### src/rtl/mem_rr_pkg.sv
// mem_rr_pkg: shared FSM state type and one-hot decode helper for the memory scheduler
package mem_rr_pkg;
  typedef enum logic [0:0] {ST_INIT, ST_RUN} state_e;
  function automatic int onehot2idx(input logic [31:0] oh);
    int idx;
    idx = 0;
    for (int i = 0; i < 32; i++) if (oh[i]) idx = i;
    return idx;
  endfunction
endpackage

### src/rtl/rr_arbiter.sv
// rr_arbiter: pointer-based round-robin pick among req, pointer moves past each grant
//   clk, rst : clock, synchronous active-high reset (pointer -> 0)
//   req      : request vector
//   grant    : one-hot grant (combinational)
//   gnt_idx  : index of the granted bit
module rr_arbiter #(
  parameter int N = 4
) (
  input  logic                 clk,
  input  logic                 rst,
  input  logic [N-1:0]         req,
  output logic [N-1:0]         grant,
  output logic [$clog2(N)-1:0] gnt_idx
);
  import mem_rr_pkg::*;
  logic [$clog2(N)-1:0] r_ptr;
  // scan from farthest to nearest offset so the request closest to the pointer wins
  always_comb begin
    grant = '0;
    for (int i = N - 1; i >= 0; i--)
      if (req[(int'(r_ptr) + i) % N]) begin
        grant = '0;
        grant[(int'(r_ptr) + i) % N] = 1'b1;
      end
  end
  assign gnt_idx = $clog2(N)'(onehot2idx(32'(grant)));
  always_ff @(posedge clk) begin
    if (rst) r_ptr <= '0;
    else if (|grant) r_ptr <= (int'(gnt_idx) == N - 1) ? '0 : gnt_idx + 1'b1;
  end
endmodule

### src/rtl/mem_rr_scheduler.sv
// mem_rr_scheduler: round-robin shared single-port memory, cleared by a sweep after reset
//   clk, rst   : clock, synchronous active-high reset
//   req_*      : per-requester valid / write-enable / address / write data
//   req_ready  : one-hot grant, transfer on valid & ready
//   rsp_valid  : one-hot read response, one cycle after the read grant
//   rsp_data   : read data, holds last value when no response
//   init_done  : high once the clear sweep has finished
module mem_rr_scheduler #(
  parameter int NREQ  = 4,
  parameter int DEPTH = 4,
  parameter int WIDTH = 8,
  localparam int AW   = $clog2(DEPTH)
) (
  input  logic                        clk,
  input  logic                        rst,
  input  logic [NREQ-1:0]             req_valid,
  input  logic [NREQ-1:0]             req_we,
  input  logic [NREQ-1:0][AW-1:0]     req_addr,
  input  logic [NREQ-1:0][WIDTH-1:0]  req_wdata,
  output logic [NREQ-1:0]             req_ready,
  output logic [NREQ-1:0]             rsp_valid,
  output logic [WIDTH-1:0]            rsp_data,
  output logic                        init_done
);
  import mem_rr_pkg::*;
  localparam int IW = $clog2(NREQ);
  state_e r_state, w_state_nxt;
  logic [AW-1:0] r_ptr, w_addr;
  logic [WIDTH-1:0] r_mem [0:DEPTH-1];
  logic [NREQ-1:0] w_req, w_grant;
  logic [IW-1:0] w_gidx;
  logic w_run, w_wr, w_rd;
  assign w_run = r_state == ST_RUN;
  // requests are invisible to the arbiter until the sweep is done
  assign w_req = req_valid & {NREQ{w_run}};
  rr_arbiter #(.N(NREQ)) u_arb (
    .clk(clk), .rst(rst), .req(w_req), .grant(w_grant), .gnt_idx(w_gidx)
  );
  assign w_wr = |w_grant & req_we[w_gidx];
  assign w_rd = |w_grant & ~req_we[w_gidx];
  assign w_addr = w_run ? req_addr[w_gidx] : r_ptr;
  assign req_ready = w_grant;
  assign init_done = w_run;
  always_comb begin
    w_state_nxt = (r_state == ST_INIT && r_ptr == AW'(DEPTH - 1)) ? ST_RUN : r_state;
  end
  always_ff @(posedge clk) begin
    if (rst) r_state <= ST_INIT;
    else r_state <= w_state_nxt;
  end
  always_ff @(posedge clk) begin
    if (rst) begin
      r_ptr     <= '0;
      rsp_valid <= '0;
      rsp_data  <= '0;
    end else begin
      if (!w_run) r_ptr <= r_ptr + 1'b1;
      rsp_valid <= w_rd ? w_grant : '0;
      if (w_rd) rsp_data <= r_mem[w_addr];
    end
  end
  // single write port: sweep clears during INIT, granted writes during RUN
  always_ff @(posedge clk) begin
    if (!rst && (!w_run || w_wr)) r_mem[w_addr] <= w_run ? req_wdata[w_gidx] : '0;
  end
endmodule

### config.mk
export PLATFORM = sky130hd
export DESIGN_NAME = mem_rr_scheduler
export DESIGN_NICKNAME = d
export VERILOG_FILES = /design/src/rtl/mem_rr_pkg.sv /design/src/rtl/rr_arbiter.sv /design/src/rtl/mem_rr_scheduler.sv
export SDC_FILE = /design/constraint.sdc
export NUM_CORES = 1
export LEC_CHECK = 0
export ABC_CLOCK_PERIOD_IN_PS = 10900
export CELL_PAD_IN_SITES_DETAIL_PLACEMENT = 1
export CELL_PAD_IN_SITES_GLOBAL_PLACEMENT = 2
export CORE_ASPECT_RATIO = 0.75
export CORE_MARGIN = 2
export CORE_UTILIZATION = 33
export DETAILED_ROUTE_END_ITERATION = 7
export PLACE_DENSITY = 0.89
export SYNTH_ARGS = -nofsm -noshare
export SYNTH_HDL_FRONTEND = slang
export SYNTH_SLANG_ARGS = --single-unit
### constraint.sdc
create_clock -name clk -period 10.9 [get_ports clk]
set_clock_uncertainty 0.15 [all_clocks]
set_input_delay 2.18 -clock clk [delete_from_list [all_inputs] [get_ports clk]]
set_output_delay 2.18 -clock clk [all_outputs]
set_load 0.05 [all_outputs]
Yosys cells after proc, flatten, opt, wreduce, memory -nomap -nowiden. Memory sizes are Yosys's and may differ from the RTL's. A register that Yosys moved wholly into a read port is not among the register bits. Cells that the tools add are included.

Add/subtract/negate cells: 5. Multiply operators: 0. Divide/modulo/power cells: 0. Magnitude comparators: 9. Eq/ne operators: 2. Shifts and indexed selects: 0. Multiplexer cells: 37. Bitwise logic cells: 9. Reduce and logical (&&, ||, !) cells: 14.

Operators with widths (number): 8-bit binary-select mux with 2-bit select (1); 4-bit two-way mux (4); 8-bit two-way mux (2); 1-bit two-way mux (15); 3-bit by 4-bit less-than comparator with 1-bit output, second input constant (3); 1-bit binary-select mux with 2-bit select (5); 2-bit two-way mux (5); 3-bit by 1-bit greater-or-equal comparator with 1-bit output, second input constant (3); 1-bit demux with 2-bit select (4); 2-bit OR reduction (4); 2-bit by 1-bit adder with 2-bit output, second input constant (3); 1-bit logical AND (6); 2-bit by 3-bit less-than comparator with 1-bit output, second input constant (2); 2-bit adder, second input constant (2); 4-bit bitwise AND (1); 2-bit binary-select mux with 2-bit select (1); 4-bit OR reduction (1); 1-bit bitwise AND, first input constant (3); 1-bit inverter (3); 1-bit bitwise AND (2); 2-bit by 1-bit equality test with 1-bit output, second input constant (1); 2-bit equality test, second input constant (1); 2-bit by 1-bit greater-or-equal comparator with 1-bit output, second input constant (1); 1-bit logical NOT (2); 1-bit logical OR (1).

Bits in registers: 9. Bits in latches: 0. RAM bits: 32. Memory bits (read-only): 0. Input port bits: 50. Output and inout port bits: 17. Word-level logic and storage cells: 81. Memories kept: 1.

Memories: r_mem (words 4, bits a word 8, rd ports 1, clocked after Yosys merged registers in 1, wr ports 1, RTL line mem_rr_scheduler.sv:29) `logic [WIDTH-1:0] r_mem [0:DEPTH-1];`.

Longest topological paths before layout.
Word-level depth: 21. Depth in mapped cells: 15. Depth with buffers taken out: 11.

Cells and area by module. Synthesis repeated with hierarchy kept, for this count alone.

Cells, all modules: 199. Area, all modules: 2766.4 um^2.

Modules (own cells, without submodules): mem_rr_scheduler (instances 1, cells an instance 140, area an instance 2217.1 um^2, sequential area each 1261.2 um^2); rr_arbiter (instances 1, cells an instance 59, area an instance 549.3 um^2, sequential area each 40.0 um^2).

Least setup slack after synthesis. OpenSTA, ideal clock, no wires.

Path kind: input to output. From: in req_valid[1]. To: out req_ready[3]. Arrival: 3.945 ns. Required time: 8.570 ns. Slack: 4.625 ns. Stages on the path: 8. Path buffers: 3. Cells stage by stage: mux2i_1 o22ai_1 buf_2 nor2b_1 a211o_1 buf_2 inv_2 clkbuf_1.

Word-level cells in the longest chain between the ends: 8. Elaborated cells on any way between the ends: 16. Those cells by class: mux: 15; bitwise: 1.

RTL lines: from (decl) (RTL line mem_rr_scheduler.sv:16) `input logic [NREQ-1:0] req_valid,`; 4-bit bitwise AND * (RTL line mem_rr_scheduler.sv:35) `assign w_req = req_valid & {NREQ{w_run}};`; 1-bit binary-select mux with 2-bit select (RTL line rr_arbiter.sv:21) `if (req[(int'(r_ptr) + i) % N]) begin`; 1-bit two-way mux (not written as such) (2 in a row) (RTL line rr_arbiter.sv:21); 4-bit two-way mux (3 in a row) (RTL line rr_arbiter.sv:21); 4-bit two-way mux * (RTL line rr_arbiter.sv:21); to (decl) (RTL line mem_rr_scheduler.sv:20) `output logic [NREQ-1:0] req_ready,`.

Every way passes the cells marked *; elsewhere a longest branch is shown, timed or not. The select of a mux whose other input is x is not followed.

Final worst setup path. Ends and elaborated chain as after synthesis.

==> key figures <==
Status
  – Outcome: complete, no violations

GRT
  – First-pass GRT wire length: about 13,000 µm
  – Vias in the first global route: 2,578
  – Initial antenna violation count: 0
  – Total track usage: 0.1750
  – Pin count of the biggest net entering global routing: 22
  – GRT overflow: 0

Final layout
  – Reg area: approximately 1300 µm²
  – Fillers: approximately 940
  – Post-Route Utilization: 0.4421
  – Most frequent cells in the layout: clkdlybuf4s50_1 (66), edfxtp_1 (32), inv_1 (25), a211oi_1 (22)
  – Layout cell share with drive strength beyond 1: 0.05970
  – Fin nets: 393
  – Finished Layout Cells: around 440
  – Commonest non-fill, non-tap cell in the layout: clkdlybuf4s50_1
  – Multi-input logic area: between 1000 and 1500 µm²
  – Final instance area: 3690 µm²
  – Area Overhead vs Synth: 31.36%
  – N_diodes: 0

Clock network
  – TritonCTS clock tree: done
  – Resized Gates After CTS: 0
  – Cts hold-fix bufs: 0
  – Clock Sinks: 49
  – H-tree depth: 2
  – Clock tree buffer depth: 2
  – Clock transition at path regs: 60 ps
  – Root buf cell: clkbuf_16
  – TritonCTS Buffers: 5
  – Worst-Skew Late Latency: a little under 300 ps
  – Postcts setup bufs: 0

Setup path
  – Crit path launch: req_valid[1]
  – R2R depth: 10
  – Flop-to-flop setup slack: around 5800 ps
  – Critical Path Source Type: input pin
  – Critical R2R Capture: r_mem[1][3]$_DFFE_PP_
  – Worst EP required: 8570 ps
  – Crit path to: req_ready[3]
  – CP Capture Type: output pin
  – Max FO, Critical Path: 17
  – CP arrival: ~5200 ps
  – CP Class: input pin to output pin
  – RR Startpoint: u_arb.r_ptr[0]$_SDFFE_PP0P_

Place
  – Routability cong.: around 0.84
  – Dpl hpwl: about 6100 µm
  – Placed cell areas: roughly 3500 µm²
  – Buffers on Ports: 66
  – Placed insts: between 400 and 500

Yosys
  – Sequential fraction of the synthesis area: 0.4633
  – EDFF count, synth: 32
  – Synthesized area per cell: 10.14 µm²
  – Synth Warn #: 0
  – Syn Inst Count: between 200 and 300
  – Flops & latches, synth: between 40 and 50
  – Async S/R FF share, synth: 0
  – Post-synth cell types: 51
  – Synthesized cell area: approximately 2800 µm²
  – Syn_nets: ~340
  – Prevailing post-synth register cell: edfxtp_1

Drt
  – Drt first-iter violations: 185
  – Antenna-violating nets left: 0
  – Routed WL: between 8000 and 9000 µm
  – DRT Pass-1 Iters: 4
  – Average wire per standard cell: ~18 µm
  – Via count: between 2,000 and 2,500
  – Vias/cell: around 5.6
  – Remaining DRCs: 0

Timing
  – Max_slew headroom: 0.1439
  – Max Slew Vio Count: 0
  – Period utilization: 0.6943
  – Worst Tran Pin Value: around 1300 ps
  – Unrepaired setup endpoints after global routing: no
  – Count of final setup violators: 0
  – Fmax: approximately 130 MHz
  – Final Hold Fails: 0
  – Post-Route Setup TNS: 0 ps
  – Min Tclk post-route: ~7600 ps

Floorplanning
  – Initial core utilization: 0.3366
  – DIE AREA: 9273 µm²
  – Num rows: 29
  – Total core area: 8346 µm²
  – Height of the die: 83.90 µm
  – Die W: 110.5 µm
  – Io pins: 67

Job
  – Max-cap violations: 0

Worst hold path
  – Hold Path Depth: 2
  – Hold Path Class: flip-flop to flip-flop

Power and ir drop
  – PwrDens: between 200 and 250 nW/µm²
  – P_leak: about 0.0013 µW
  – Worst VDD drop: approximately 0.11 mV
worst min path at each step:
stage                        startpoint                        to  slack, ps
6_report       rsp_data[4]$_SDFFE_PP0P_  rsp_data[4]$_SDFFE_PP0P_        360
3_5_place_dp   rsp_data[4]$_SDFFE_PP0P_  rsp_data[4]$_SDFFE_PP0P_        360
5_1_grt        rsp_data[6]$_SDFFE_PP0P_  rsp_data[6]$_SDFFE_PP0P_        420
2_1_floorplan     r_ptr[1]$_SDFFE_PP0N_     r_ptr[1]$_SDFFE_PP0N_        360
4_1_cts        rsp_data[4]$_SDFFE_PP0P_  rsp_data[4]$_SDFFE_PP0P_        370
3_3_place_gp   rsp_data[5]$_SDFFE_PP0P_  rsp_data[5]$_SDFFE_PP0P_        350
metrics by stage:
| stage | hold slack (ps) | worst slack (ps) | power [µW] |
|---|---|---|---|
| 2_1_floorplan | 355.9 | 4625 | 517.8 |
| 3_3_place_gp | 350.1 | 3514 | 612.3 |
| 3_5_place_dp | 357.9 | 3404 | 619.7 |
| 4_1_cts | 374.8 | 3386 | 798.1 |
| 5_1_grt | 420.8 | 3144 | 841.4 |
| 6_report | 364.7 | 3332 | 798.3 |
layer usage:
layer	track usage	up-vias	routed length, µm
met5	0	-	0
met4	0.02386	0	51
met1	0.2473	1212	3904
met3	0.02832	6	396
li1	-	1191	-
met2	0.2906	75	3793
critical path: stages:
cell and delay [ps]:
clkdlybuf4s50_1 500, mux2i_1 120, o22ai_1 710, a211oi_1 120, a211o_1 440, inv_2 300, clkdlybuf4s50_1 870
report_power, final:
| group | total (µW) | internal [µW] | leakage (µW) | switching (µW) |
|---|---|---|---|---|
| clock network | 179 | 110 | 0.0000859 | 69.2 |
| registers | 260 | 238 | 0.000442 | 22.6 |
| logic | 359 | 124 | 0.000776 | 235 |
| total | 798 | 471 | 0.00130 | 327 |
state kept, by name, summed over array words and instances (netlist names):
name	flops
r_mem	32
init_done	1
u_arb.r_ptr	2
rsp_data	8
r_ptr	2
rsp_valid	4
cell usage after synthesis (2+ instances only):
master / count / area share
o31ai_1: 8 / 0.021
a22o_1: 2 / 0.0062
nand2_1: 14 / 0.019
nor2_1: 17 / 0.023
nand2b_1: 2 / 0.0045
o211ai_1: 11 / 0.029
ha_1: 9 / 0.040
buf_2: 9 / 0.016
a211oi_1: 22 / 0.059
mux2i_1: 6 / 0.021
buf_1: 2 / 0.0027
o21ai_0: 7 / 0.012
edfxtp_1: 32 / 0.34
a211o_1: 2 / 0.0062
buf_6: 4 / 0.016
a2111oi_0: 8 / 0.025
nor3_1: 13 / 0.023
inv_1: 25 / 0.033
and3_1: 2 / 0.0045
nand3_1: 4 / 0.0071
a21oi_1: 5 / 0.0089
dfxtp_1: 17 / 0.12
a221oi_1: 8 / 0.025
clkbuf_1: 4 / 0.0053
o22ai_1: 3 / 0.0067
inv_2: 3 / 0.0040
a311oi_1: 7 / 0.022
o21a_1: 8 / 0.021
kinds of logic (layout without fill, tap and decap cells):
family / count (synthesis) / after routing / share of synthesized area
AOI/OAI and AO/OA: 106 / 106 / 0.2913
xor gates and xnor gates: 1 / 1 / 0.003119
adders and majority gates: 9 / 9 / 0.04009
buffers and inverters: 48 / 106 / 0.07884
DFF: 49 / 49 / 0.4633
muxes: 7 / 7 / 0.02940
and+or+nand+nor: 57 / 57 / 0.09399
final cells by class:
cell class / instances / share of cell area
sequential: 49 / 0.3527
multi-input combinational: 180 / 0.3486
timing repair buffer: 69 / 0.1851
clock inverter: 3 / 0.01356
clock buffer: 5 / 0.03391
inverter: 29 / 0.02950
tap: 108 / 0.03662
Note: power is estimated with default switching activity, not from simulation.
